**src/rtl/data_demux.sv**
```systemverilog
// One-to-five packet demultiplexer with a single registered output stage.
// Define DATA_DEMUX_ERR_EN to drop packets with out-of-range sel and pulse err.
module data_demux #(
  parameter int WIDTH = 16
) (
  input  logic             clk,
  input  logic             rst_n,
  input  logic [2:0]       sel,
  input  logic [WIDTH-1:0] din,
  input  logic             din_valid,
  input  logic             din_last,
  output logic             din_ready,
  output logic [WIDTH-1:0] dout,
  output logic             dout_last,
  output logic [4:0]       dout_valid,
  input  logic [4:0]       dout_ready
`ifdef DATA_DEMUX_ERR_EN
  ,
  output logic             err
`endif
);

  typedef enum logic [1:0] {
    IDLE  = 2'd0,
    ROUTE = 2'd1
`ifdef DATA_DEMUX_ERR_EN
    ,
    DROP  = 2'd2
`endif
  } state_t;

  state_t           state_r;
  state_t           state_s;
  logic [2:0]       ch_r;
  logic [2:0]       ch_s;
  logic             en_r;
  logic             accept_s;
  logic             drain_s;
  logic             route_s;
  logic [2:0]       route_ch_s;
  logic             din_ready_s;
  logic [WIDTH-1:0] dout_r;
  logic             dout_last_r;
  logic [4:0]       dout_valid_r;
`ifdef DATA_DEMUX_ERR_EN
  logic             err_s;
  logic             err_r;
`endif

  function automatic logic [4:0] onehot5(input logic [2:0] c);
    logic [4:0] v;
    case (c)
      3'd0:    v = 5'b00001;
      3'd1:    v = 5'b00010;
      3'd2:    v = 5'b00100;
      3'd3:    v = 5'b01000;
      3'd4:    v = 5'b10000;
      default: v = 5'b00000;
    endcase
    return v;
  endfunction

  // Only the addressed consumer's ready can drain the held beat.
  assign drain_s = |(dout_valid_r & dout_ready);

  // Input handshake: blocked during reset and the cycle it releases.
  always_comb begin
    din_ready_s = en_r & (~(|dout_valid_r) | drain_s);
`ifdef DATA_DEMUX_ERR_EN
    if (state_r == DROP) begin
      din_ready_s = en_r;
    end else begin
      din_ready_s = en_r & (~(|dout_valid_r) | drain_s);
    end
`endif
  end

  assign din_ready = din_ready_s;
  assign accept_s  = din_valid & din_ready_s;

  // Next-state, channel latch and routing decision.
  always_comb begin
    state_s    = state_r;
    ch_s       = ch_r;
    route_s    = 1'b0;
    route_ch_s = ch_r;
`ifdef DATA_DEMUX_ERR_EN
    err_s      = 1'b0;
`endif
    case (state_r)
      IDLE: begin
        if (accept_s && (sel <= 3'd4)) begin
          ch_s       = sel;
          route_s    = 1'b1;
          route_ch_s = sel;
          state_s    = din_last ? IDLE : ROUTE;
        end else if (accept_s) begin
`ifdef DATA_DEMUX_ERR_EN
          err_s      = 1'b1;
          state_s    = din_last ? IDLE : DROP;
`else
          ch_s       = 3'd0;
          route_s    = 1'b1;
          route_ch_s = 3'd0;
          state_s    = din_last ? IDLE : ROUTE;
`endif
        end else begin
          state_s = IDLE;
        end
      end
      ROUTE: begin
        if (accept_s) begin
          route_s = 1'b1;
          state_s = din_last ? IDLE : ROUTE;
        end else begin
          state_s = ROUTE;
        end
      end
`ifdef DATA_DEMUX_ERR_EN
      DROP: begin
        if (accept_s && din_last) begin
          state_s = IDLE;
        end else begin
          state_s = DROP;
        end
      end
`endif
      default: begin
        state_s = IDLE;
      end
    endcase
  end

  // Control state register.
  always_ff @(posedge clk or negedge rst_n) begin
    if (!rst_n) begin
      state_r <= IDLE;
      ch_r    <= 3'd0;
      en_r    <= 1'b0;
`ifdef DATA_DEMUX_ERR_EN
      err_r   <= 1'b0;
`endif
    end else begin
      state_r <= state_s;
      ch_r    <= ch_s;
      en_r    <= 1'b1;
`ifdef DATA_DEMUX_ERR_EN
      err_r   <= err_s;
`endif
    end
  end

  // Output register: load overrides drain so full throughput is sustained.
  always_ff @(posedge clk or negedge rst_n) begin
    if (!rst_n) begin
      dout_r       <= {WIDTH{1'b0}};
      dout_last_r  <= 1'b0;
      dout_valid_r <= 5'b00000;
    end else if (route_s) begin
      dout_r       <= din;
      dout_last_r  <= din_last;
      dout_valid_r <= onehot5(route_ch_s);
    end else if (drain_s) begin
      dout_valid_r <= 5'b00000;
    end else begin
      dout_valid_r <= dout_valid_r;
    end
  end

  assign dout       = dout_r;
  assign dout_last  = dout_last_r;
  assign dout_valid = dout_valid_r;
`ifdef DATA_DEMUX_ERR_EN
  assign err        = err_r;
`endif

endmodule

```
**config.mk**
```make
export PLATFORM = sky130hd
export DESIGN_NAME = data_demux
export DESIGN_NICKNAME = d
export VERILOG_FILES = /design/src/rtl/data_demux.sv
export SDC_FILE = /design/constraint.sdc
export NUM_CORES = 1
export LEC_CHECK = 0
export BUFFER_PORTS_ARGS = -buffer_cell sky130_fd_sc_hd__buf_4
export CAP_MARGIN = 20
export CORE_MARGIN = 10
export CORE_UTILIZATION = 42
export DETAILED_ROUTE_END_ITERATION = 8
export PLACE_DENSITY = 0.74
export REMOVE_ABC_BUFFERS = 1
export SLEW_MARGIN = 25
export SYNTH_ARGS = -nofsm -noshare
export SYNTH_HDL_FRONTEND = slang
export SYNTH_SLANG_ARGS = --single-unit
export TNS_END_PERCENT = 20
```
**constraint.sdc**
```tcl
create_clock -name clk -period 1.7 [get_ports clk]
set_input_delay 0.085 -clock clk [delete_from_list [all_inputs] [get_ports clk]]
set_output_delay 0.085 -clock clk [all_outputs]
set_load 0.05 [all_outputs]
```
==> results of run 1 <==
how the worst min path moves through the flow:
| stage | end | start | depth (start not counted) | slack, ps |
|---|---|---|---|---|
| floorplan | asynchronous set/reset pin | rst_n | 0 | -210 |
| global placement | dout[3] | rst_n | 1 | 10 |
| detailed placement | dout[3] | rst_n | 1 | 10 |
| CTS | ch_r[1] | sel[1] | 3 | 20 |
| global route | ch_r[1] | sel[1] | 3 | 50 |
| finish | ch_r[1] | sel[1] | 3 | 40 |
stage by stage:
stage	setup TNS [ps]	util, %	setup slack (ps)
finish	-57.9	70.7	-34.4
global placement	0	60.0	13.2
detailed placement	-116	60.0	-27.5
floorplan	-10070	-	-625
CTS	-68.8	70.2	-36.3
global route	-1440	70.7	-157
where the power goes:
part	total [mW]	switching [mW]	internal, mW
combinational	2.67	1.52	1.15
sequential	1.13	0.208	0.924
clock	0.271	0.183	0.0880
total	4.08	1.91	2.17
flip-flops by register name, summed over array words and instances (netlist names), named ones only:
name / count
ch_r: 3
dout_last: 1
en_r: 1
dout_valid: 5
dout: 16
critical path, cell delays in order (launching register included):
cell and delay, ps:
dfrtp_1 410, a222oi_1 370, and2_4 230, buf_6 100, buf_4 110, a21o_4 120
mux2_4 290
repair_timing:
action	in CTS	in global routing
hold buffers	18	0
pin swaps	5	4
endpoints found under the setup margin	18	27
gates resized for setup	14	3
setup buffers	3	0
hold endpoints to repair	45	0
per-layer routing:
| metal | vias up | part of all wire (%) | global-route usage, % |
|---|---|---|---|
| li1 | 473 | - | - |
| met1 | 486 | 40 | 14.1 |
| met2 | 36 | 50 | 19.2 |
| met3 | 4 | 8.4 | 4.71 |
| met4 | 0 | 1.2 | 4.35 |
| met5 | - | 0 | 0 |
cell families after synthesis:
group / count (synthesis) / share of synthesized area (%)
other: 1 / 0.308
and+or+nand+nor: 14 / 5.13
DFF: 27 / 55.4
buffers and inverters: 5 / 4.11
muxes: 18 / 20.5
AOI/OAI and AO/OA: 20 / 14.5
synthesized netlist by cell type, drive strengths merged (2+ instances only):
cell type / count / area share (%)
and3: 2 / 1.1
mux2: 17 / 20
a22o: 2 / 1.5
a32o: 3 / 2.5
o21ai: 2 / 0.82
a21o: 2 / 1.3
o2bb2ai: 2 / 1.4
nor2: 3 / 0.92
nand2: 7 / 2.2
a21oi: 2 / 1.7
dfrtp: 27 / 55
buf: 3 / 3.5
final cells by class:
cell class              instances  area [um^2]
clock inverters                 1         5.00
fillers                       188          808
well taps                      31         38.8
repair buffers                 80          672
inverters                       1         3.75
clock buffers                   3         22.5
multi-input cells              53          532
flip-flops and latches         27          676
==> impl_metrics.json, run 1 <==
{
  "setup_viol": 2,
  "clk_pin_slew_ps": 140,
  "r2r-start": "dout_valid[0]",
  "fmax_mhz": 577,
  "gpl.final_weighted_congestion": 0.844,
  "cts_tree": "done",
  "cp-start-kind": "flip-flop",
  "dr_total_vias": 999,
  "yosys_reg_bits": 27,
  "h-tree-depth": 1,
  "clock-skew-final_ps": 7.60,
  "placedInstanceArea_um2": 1650,
  "layout_min_cycle_time_ps": 1730,
  "floorplan.die_area_um2": 5460,
  "detail_route.first_pass.iterations": 4,
  "status": "finished with violations",
  "cts_root_buffer": "clkbuf_4",
  "vias_in_the_first_global_route": 1096,
  "worst_ep_arrival_time_ps": 1950,
  "grt_start_max_net_pins": 28,
  "mostFrequentLayoutCells": "56 x buf_4, 27 x dfrtp_1, 18 x dlygate4sd3_1",
  "cts.path.max_buffers": 2,
  "core_area_um2": 2760,
  "post_synthesis_instance_area_um2": 1220,
  "setup.worst_path.end_class": "flip-flop",
  "mostFrequentLayoutCell": "buf_4",
  "crit_type": "flip-flop to flip-flop",
  "power_leakage_nw": 0.971,
  "mapped_cells": 85,
  "timing.final.max_slew_violations": 0,
  "worst_ir_drop_vdd_v": 0.00153,
  "powerDensity_nw_per_um2": 2090,
  "setup.worst_path.end": "dout_last",
  "initial_core_util_pct": 44.2,
  "fp.dieH_um": 73.9,
  "instance_count_after_placement_with_tap_cells_included": 171,
  "synth-seq-area-share_pct": 55.4,
  "rr_worst_depth": 6,
  "failing_checks": "negative setup slack",
  "end_of_the_worst_register_to_register_path": "dout_last",
  "die_w_um": 73.9,
  "yosysWarningCount": 0,
  "drv.max_cap_violation_count": 0,
  "floorplan.rows": 19,
  "routed_wire_length_um": 3300,
  "hpwlAfterDp_um": 2350,
  "port_buffers": 50,
  "ys.flop_type": "dfrtp_1",
  "power_mw": 4.08,
  "post_layout_instance_area_um2": 1950,
  "finalNetCount": 194,
  "fin_hold_ws_ps": 37.9,
  "cp-startpoint": "dout_valid[0]",
  "number_of_antenna_violations_at_the_first_check_in_global_routing": 0,
  "detail_route.vias_per_cell": 5.10,
  "ys_async_sr_fraction_pct": 100,
  "cts_made_buffers": 3,
  "drt-initial-drc-count": 51,
  "hold_class": "input pin to flip-flop",
  "cts_num_sinks": 27,
  "reg2reg_setup_slack_ps": -30,
  "critPathRequiredTime_ps": 1920,
  "global_route_congestion_overflow_total": 0,
  "synthToLayoutAreaGrowth_pct": 60.0,
  "ant_nets": 0,
  "rsz_0062_raised_after_global_routing": "yes",
  "clk_latency_ps": 320,
  "drive_gt1_share_pct": 55.8,
  "final_hold_viol_count": 0,
  "antenna_cells_inserted": 0,
  "fin_crit_share_pct": 102,
  "routedWlPerCell_um": 16.8,
  "post_synth_num_cell_types": 31,
  "syn-mean-instance-area_um2": 14.3,
  "finalWorstSetupSlack_ps": -34.4,
  "post-route-drc-count": 0,
  "grt.total_usage_pct": 12.0,
  "synth-edff-count": 0,
  "top_level_pins": 51,
  "grt_pass1_wl_um": 5160,
  "stdcell_count": 196,
  "crit_fanout": 3
}
Note: power is estimated with default switching activity, not from simulation.
==> inputs of run 2 (changes only) <==
==> constraint.sdc (replaced) <==
create_clock -name clk -period 1.7 [get_ports clk]
set_input_delay 0.085 -clock clk [delete_from_list [all_inputs] [get_ports clk]]
set_output_delay 0.085 -clock clk [all_outputs]
set_load 0.005 [all_outputs]
==> impl_metrics.json, run 2 (same netlist as run 1, synthesis figures left out) <==
{
  "finalNetCount": 192,
  "rsz_0062_raised_after_global_routing": "yes",
  "h-tree-depth": 1,
  "path_cells": "a222oi_1, and2_4, buf_6, a21boi_2, buf_4",
  "synthToLayoutAreaGrowth_pct": 56.1,
  "critPathRequiredTime_ps": 1620,
  "cts.path.max_buffers": 2,
  "initial_core_util_pct": 44.2,
  "cp_slowest_stage_delay_ps": 410,
  "power_mw": 2.99,
  "die_w_um": 73.9,
  "floorplan.die_area_um2": 5460,
  "crit_slowest_cell": "dfrtp_1",
  "r2r-start": "dout_valid[0]",
  "sequential_cell_area_um2": 676,
  "drv.max_cap_violation_count": 0,
  "post-route-drc-count": 0,
  "critical_path_cell_count": 5,
  "fin_hold_ws_ps": 34.0,
  "core_area_um2": 2760,
  "vias_in_the_first_global_route": 1083,
  "mostFrequentLayoutCell": "buf_4",
  "place_ws_ps": -27.5,
  "crit_type": "flip-flop to output pin",
  "clk_pin_slew_ps": 140,
  "grt_pass1_wl_um": 5080,
  "timing.final.max_slew_violations": 0,
  "ant_nets": 0,
  "global_route_congestion_overflow_total": 0,
  "path_delay_family": "compound AO/OA/AOI/OAI gates",
  "number_of_antenna_violations_at_the_first_check_in_global_routing": 0,
  "routedWlPerCell_um": 16.6,
  "cts_root_buffer": "clkbuf_4",
  "clock-skew-final_ps": 7.51,
  "timing.critical_path.buf_inv": 2,
  "cts_tree": "done",
  "reg2reg_setup_slack_ps": -10,
  "stdcell_count": 194,
  "number_of_flip_flops_in_the_largest_register": 16,
  "cts_num_sinks": 27,
  "cp-start-kind": "flip-flop",
  "status": "finished with violations",
  "end_of_the_worst_register_to_register_path": "ch_r[2]",
  "grt.met1_usage_pct": 14.1,
  "cp-startpoint": "dout_valid[0]",
  "crit_fanout": 4,
  "worst_ir_drop_vdd_v": 0.00111,
  "drt-initial-drc-count": 51,
  "dr_total_vias": 975,
  "hpwlAfterDp_um": 2350,
  "worstHoldStart": "sel[1]",
  "fin_util_pct": 69.0,
  "setup.worst_path.end": "din_ready",
  "antenna_cells_inserted": 0,
  "use_met2_pct": 18.8,
  "failing_checks": "negative setup slack",
  "powerDensity_nw_per_um2": 1570,
  "setup_viol": 2,
  "number_of_fill_cells_in_the_layout": 193,
  "detail_route.first_pass.iterations": 4,
  "floorplan.rows": 19,
  "top_level_pins": 51,
  "globalRouteMet3Util_pct": 4.58,
  "rr_worst_depth": 6,
  "setup.worst_path.end_class": "output pin",
  "drive_gt1_share_pct": 55.2,
  "final_hold_viol_count": 0,
  "fp.dieH_um": 73.9,
  "gpl.final_weighted_congestion": 0.844,
  "multi_input_comb_area_um2": 507,
  "hold_class": "input pin to flip-flop",
  "instance_count_after_placement_with_tap_cells_included": 171,
  "power_leakage_nw": 0.941,
  "mostFrequentLayoutCells": "56 x buf_4, 27 x dfrtp_1, 18 x dlygate4sd3_1",
  "finalWorstSetupSlack_ps": -24.5,
  "port_buffers": 50,
  "global_route.peak_usage_layer": "met2",
  "detail_route.vias_per_cell": 5.03,
  "clk_latency_ps": 320,
  "grt_start_max_net_pins": 28,
  "routed_wire_length_um": 3230,
  "worst_ep_arrival_time_ps": 1640,
  "fmax_mhz": 580,
  "cts_made_buffers": 3,
  "grt.total_usage_pct": 11.8,
  "fin_crit_share_pct": 101,
  "layout_min_cycle_time_ps": 1720
}
run 2: cell type report:
class | count | area share [%]
clock inverter | 1 | 0.263
multi-input combinational | 53 | 26.6
tap | 31 | 2.04
timing repair buffer | 78 | 34.1
inverter | 1 | 0.197
clock buffer | 3 | 1.18
sequential | 27 | 35.5
run 2: per-stage QoR:
| step | setup TNS, ps | area [um^2] |
|---|---|---|
| finish | -31.5 | 1900 |
| detailed placement | -116 | 1650 |
| floorplan | -1280 | 1170 |
| global route | -1260 | 1900 |
| global placement | 0 | 1650 |
| CTS | -25.7 | 1890 |
run 2: timing repair:
| item | in CTS | in global routing |
|---|---|---|
| endpoints found under the hold margin | 45 | 0 |
| resized for setup | 7 | 3 |
| pin swaps | 3 | 1 |
| buffers inserted | 1 | 0 |
| hold buffers | 18 | 0 |
| endpoints found under the setup margin | 18 | 24 |
run 2: worst min-delay path: cells and delay by family:
| kind | cells | cell delay [ps] |
|---|---|---|
| AO/OA/AOI/OAI | 1 | 60 |
| AND/OR/NAND/NOR | 1 | 70 |
| buffers and inverters | 1 | 120 |
run 2: metal layers:
| metal | up-vias | wire length, um |
|---|---|---|
| li1 | 467 | - |
| met1 | 476 | 1280 |
| met2 | 30 | 1650 |
| met3 | 2 | 278 |
| met4 | 0 | 17 |
| met5 | - | 0 |
run 2: worst min path at each step:
stage | endpoint | slack (ps) | cells after the start
finish | ch_r[1] | 30 | 3
global route | ch_r[1] | 50 | 3
CTS | ch_r[1] | 20 | 3
detailed placement | dout[3] | 10 | 1
global placement | dout[3] | 10 | 1
floorplan | asynchronous set/reset pin | -210 | 0
run 2: power by group:
group	internal [mW]	switching, mW
clock	0.0881	0.183
combinational	1.02	0.572
sequential	0.924	0.205
==> inputs of run 3 (changes only) <==
--- a/config.mk
+++ b/config.mk
@@ -7,10 +7,12 @@
 export LEC_CHECK = 0
 export BUFFER_PORTS_ARGS = -buffer_cell sky130_fd_sc_hd__buf_4
 export CAP_MARGIN = 20
+export CELL_PAD_IN_SITES_DETAIL_PLACEMENT = 0
+export CELL_PAD_IN_SITES_GLOBAL_PLACEMENT = 2
 export CORE_MARGIN = 10
-export CORE_UTILIZATION = 42
+export CORE_UTILIZATION = 25
 export DETAILED_ROUTE_END_ITERATION = 8
-export PLACE_DENSITY = 0.74
+export PLACE_DENSITY_LB_ADDON = 0.1
 export REMOVE_ABC_BUFFERS = 1
 export SLEW_MARGIN = 25
 export SYNTH_ARGS = -nofsm -noshare
==> impl_metrics.json, run 3 (same netlist as run 1, synthesis figures left out) <==
{
  "power_frac_clock_pct": 11.4,
  "grt.total_usage_pct": 8.13,
  "layout_min_cycle_time_ps": 1670,
  "number_of_flip_flops_in_the_largest_register": 16,
  "crit_slowest_cell": "dfrtp_1",
  "mostFrequentLayoutCell": "buf_4",
  "clock-skew-final_ps": 3.27,
  "cts.path.max_buffers": 2,
  "die_w_um": 89.8,
  "end_of_the_worst_register_to_register_path": "dout[14]",
  "timing.final.max_slew_violations": 0,
  "port_buffers": 50,
  "drive_gt1_share_pct": 61.1,
  "finalNetCount": 178,
  "drv.max_cap_violation_count": 0,
  "h-tree-depth": 1,
  "seq_power_share_pct": 36.5,
  "initial_core_util_pct": 25.8,
  "rr_worst_depth": 5,
  "power.switching_fraction_pct": 31.0,
  "post_layout_instance_area_um2": 1840,
  "synthToLayoutAreaGrowth_pct": 50.7,
  "floorplan.die_area_um2": 8070,
  "critical_path_cell_count": 5,
  "drt-initial-drc-count": 26,
  "global_route_congestion_overflow_total": 0,
  "hpwlAfterDp_um": 2530,
  "clk_pin_slew_ps": 90,
  "rsz_0062_raised_after_global_routing": "yes",
  "fp.dieH_um": 89.8,
  "clk_latency_ps": 270,
  "cp-startpoint": "dout_valid[0]",
  "p_int_mw": 2.14,
  "setup.worst_path.end": "dout[14]",
  "detail_route.vias_per_cell": 4.23,
  "p_switching_mw": 0.961,
  "post-route-drc-count": 0,
  "setup_viol": 0,
  "cp-start-kind": "flip-flop",
  "place_ws_ps": -57.2,
  "path_delay_family": "compound AO/OA/AOI/OAI gates",
  "crit_type": "flip-flop to flip-flop",
  "power_leakage_nw": 0.894,
  "fin_tns_setup_ps": 0,
  "placedInstanceArea_um2": 1730,
  "r2r-start": "dout_valid[0]",
  "reg2reg_setup_slack_ps": 30,
  "worst_hold_path.num_cells": 2,
  "cts_made_buffers": 3,
  "floorplan.rows": 25,
  "routed_wire_length_um": 3210,
  "antenna_cells_inserted": 0,
  "final_hold_viol_count": 0,
  "cp_slowest_stage_delay_ps": 410,
  "fin_crit_share_pct": 98.4,
  "routedWlPerCell_um": 14.9,
  "cts_num_sinks": 27,
  "worst_ir_drop_vdd_v": 0.000587,
  "path_cells": "a222oi_1, and2_4, a21oi_4, buf_12, mux2_4",
  "fmax_mhz": 598,
  "vias_in_the_first_global_route": 1095,
  "grt_start_max_net_pins": 28,
  "power_mw": 3.10,
  "ant_nets": 0,
  "dr_total_vias": 913,
  "core_area_um2": 4720,
  "finalWorstSetupSlack_ps": 26.5,
  "status": "finished, final reports clean",
  "powerDensity_nw_per_um2": 1690,
  "crit_fanout": 15,
  "combinational_power_share_pct": 52.0,
  "grt_pass1_wl_um": 5510,
  "gpl.final_weighted_congestion": 0.727,
  "worst_ep_arrival_time_ps": 1830,
  "number_of_antenna_violations_at_the_first_check_in_global_routing": 0,
  "setup.worst_path.end_class": "flip-flop",
  "cts_tree": "done",
  "hold_class": "input pin to flip-flop",
  "cts_root_buffer": "clkbuf_8",
  "detail_route.first_pass.iterations": 4,
  "critPathRequiredTime_ps": 1850,
  "timing.critical_path.buf_inv": 1,
  "mostFrequentLayoutCells": "59 x buf_4, 27 x dfrtp_1, 13 x mux2_4",
  "top_level_pins": 51
}
==> run 3: changes by cell type in the layout (fill, tap and decap cells not counted), sizes merged <==
cell	previous run	this run
clkinv	1	0
buf	60	62
dlygate4sd3	18	2
clkbuf	3	4
==> run 3: what timing repair did <==
action                                  in CTS  in global routing
endpoints found under the setup margin      19                 21
setup buffers                                1                  1
pin swaps                                    3                  1
resized for setup                            7                  1
endpoints found under the hold margin       28                  0
hold buffers                                 2                  0
==> run 3: cell type report <==
| class | instances | area [um^2] |
|---|---|---|
| clock buffers | 4 | 45.0 |
| fillers | 467 | 2890 |
| inverters | 1 | 3.75 |
| multi-input cells | 53 | 514 |
| flip-flops and latches | 27 | 676 |
| well taps | 67 | 83.8 |
| repair buffers | 64 | 514 |
==> run 3: worst min-delay path by stage <==
stage | endpoint | from | slack, ps
after detailed placement | dout[7] | rst_n | 20
final | dout[15] | din[15] | 40
after floorplan | asynchronous set/reset pin | rst_n | -210
after global placement | dout[7] | rst_n | 20
after global routing | dout[10] | din[10] | 30
after CTS | dout[4] | din[4] | 30
==> run 3: power groups by stage <==
stage / clock [mW] / sequential (mW) / combinational [mW]
2_1_floorplan: 0 / 1.13 / 0.693
6_report: 0.355 / 1.13 / 1.61
3_5_place_dp: 0 / 1.14 / 1.54
3_3_place_gp: 0 / 1.14 / 1.53
5_1_grt: 0.403 / 1.18 / 1.76
4_1_cts: 0.377 / 1.14 / 1.62
==> run 3: stage by stage <==
step                hold slack, ps  util (%)  cells
floorplan                     -211         -     81
global placement              24.3      36.7    208
detailed placement            23.3      36.7    208
CTS                           31.4      38.6    215
global route                  30.4      38.9    216
finish                        42.5      38.9    216
==> run 3: routing by layer <==
| metal | wire length, um | up-vias | GRT usage, % | part of all wire (%) |
|---|---|---|---|---|
| met5 | 0 | - | 0 | 0 |
| met4 | 23 | 0 | 2.02 | 0.72 |
| met3 | 211 | 2 | 3.16 | 6.6 |
| met2 | 1510 | 33 | 13.6 | 47 |
| met1 | 1470 | 439 | 9.44 | 46 |
| li1 | - | 439 | - | - |
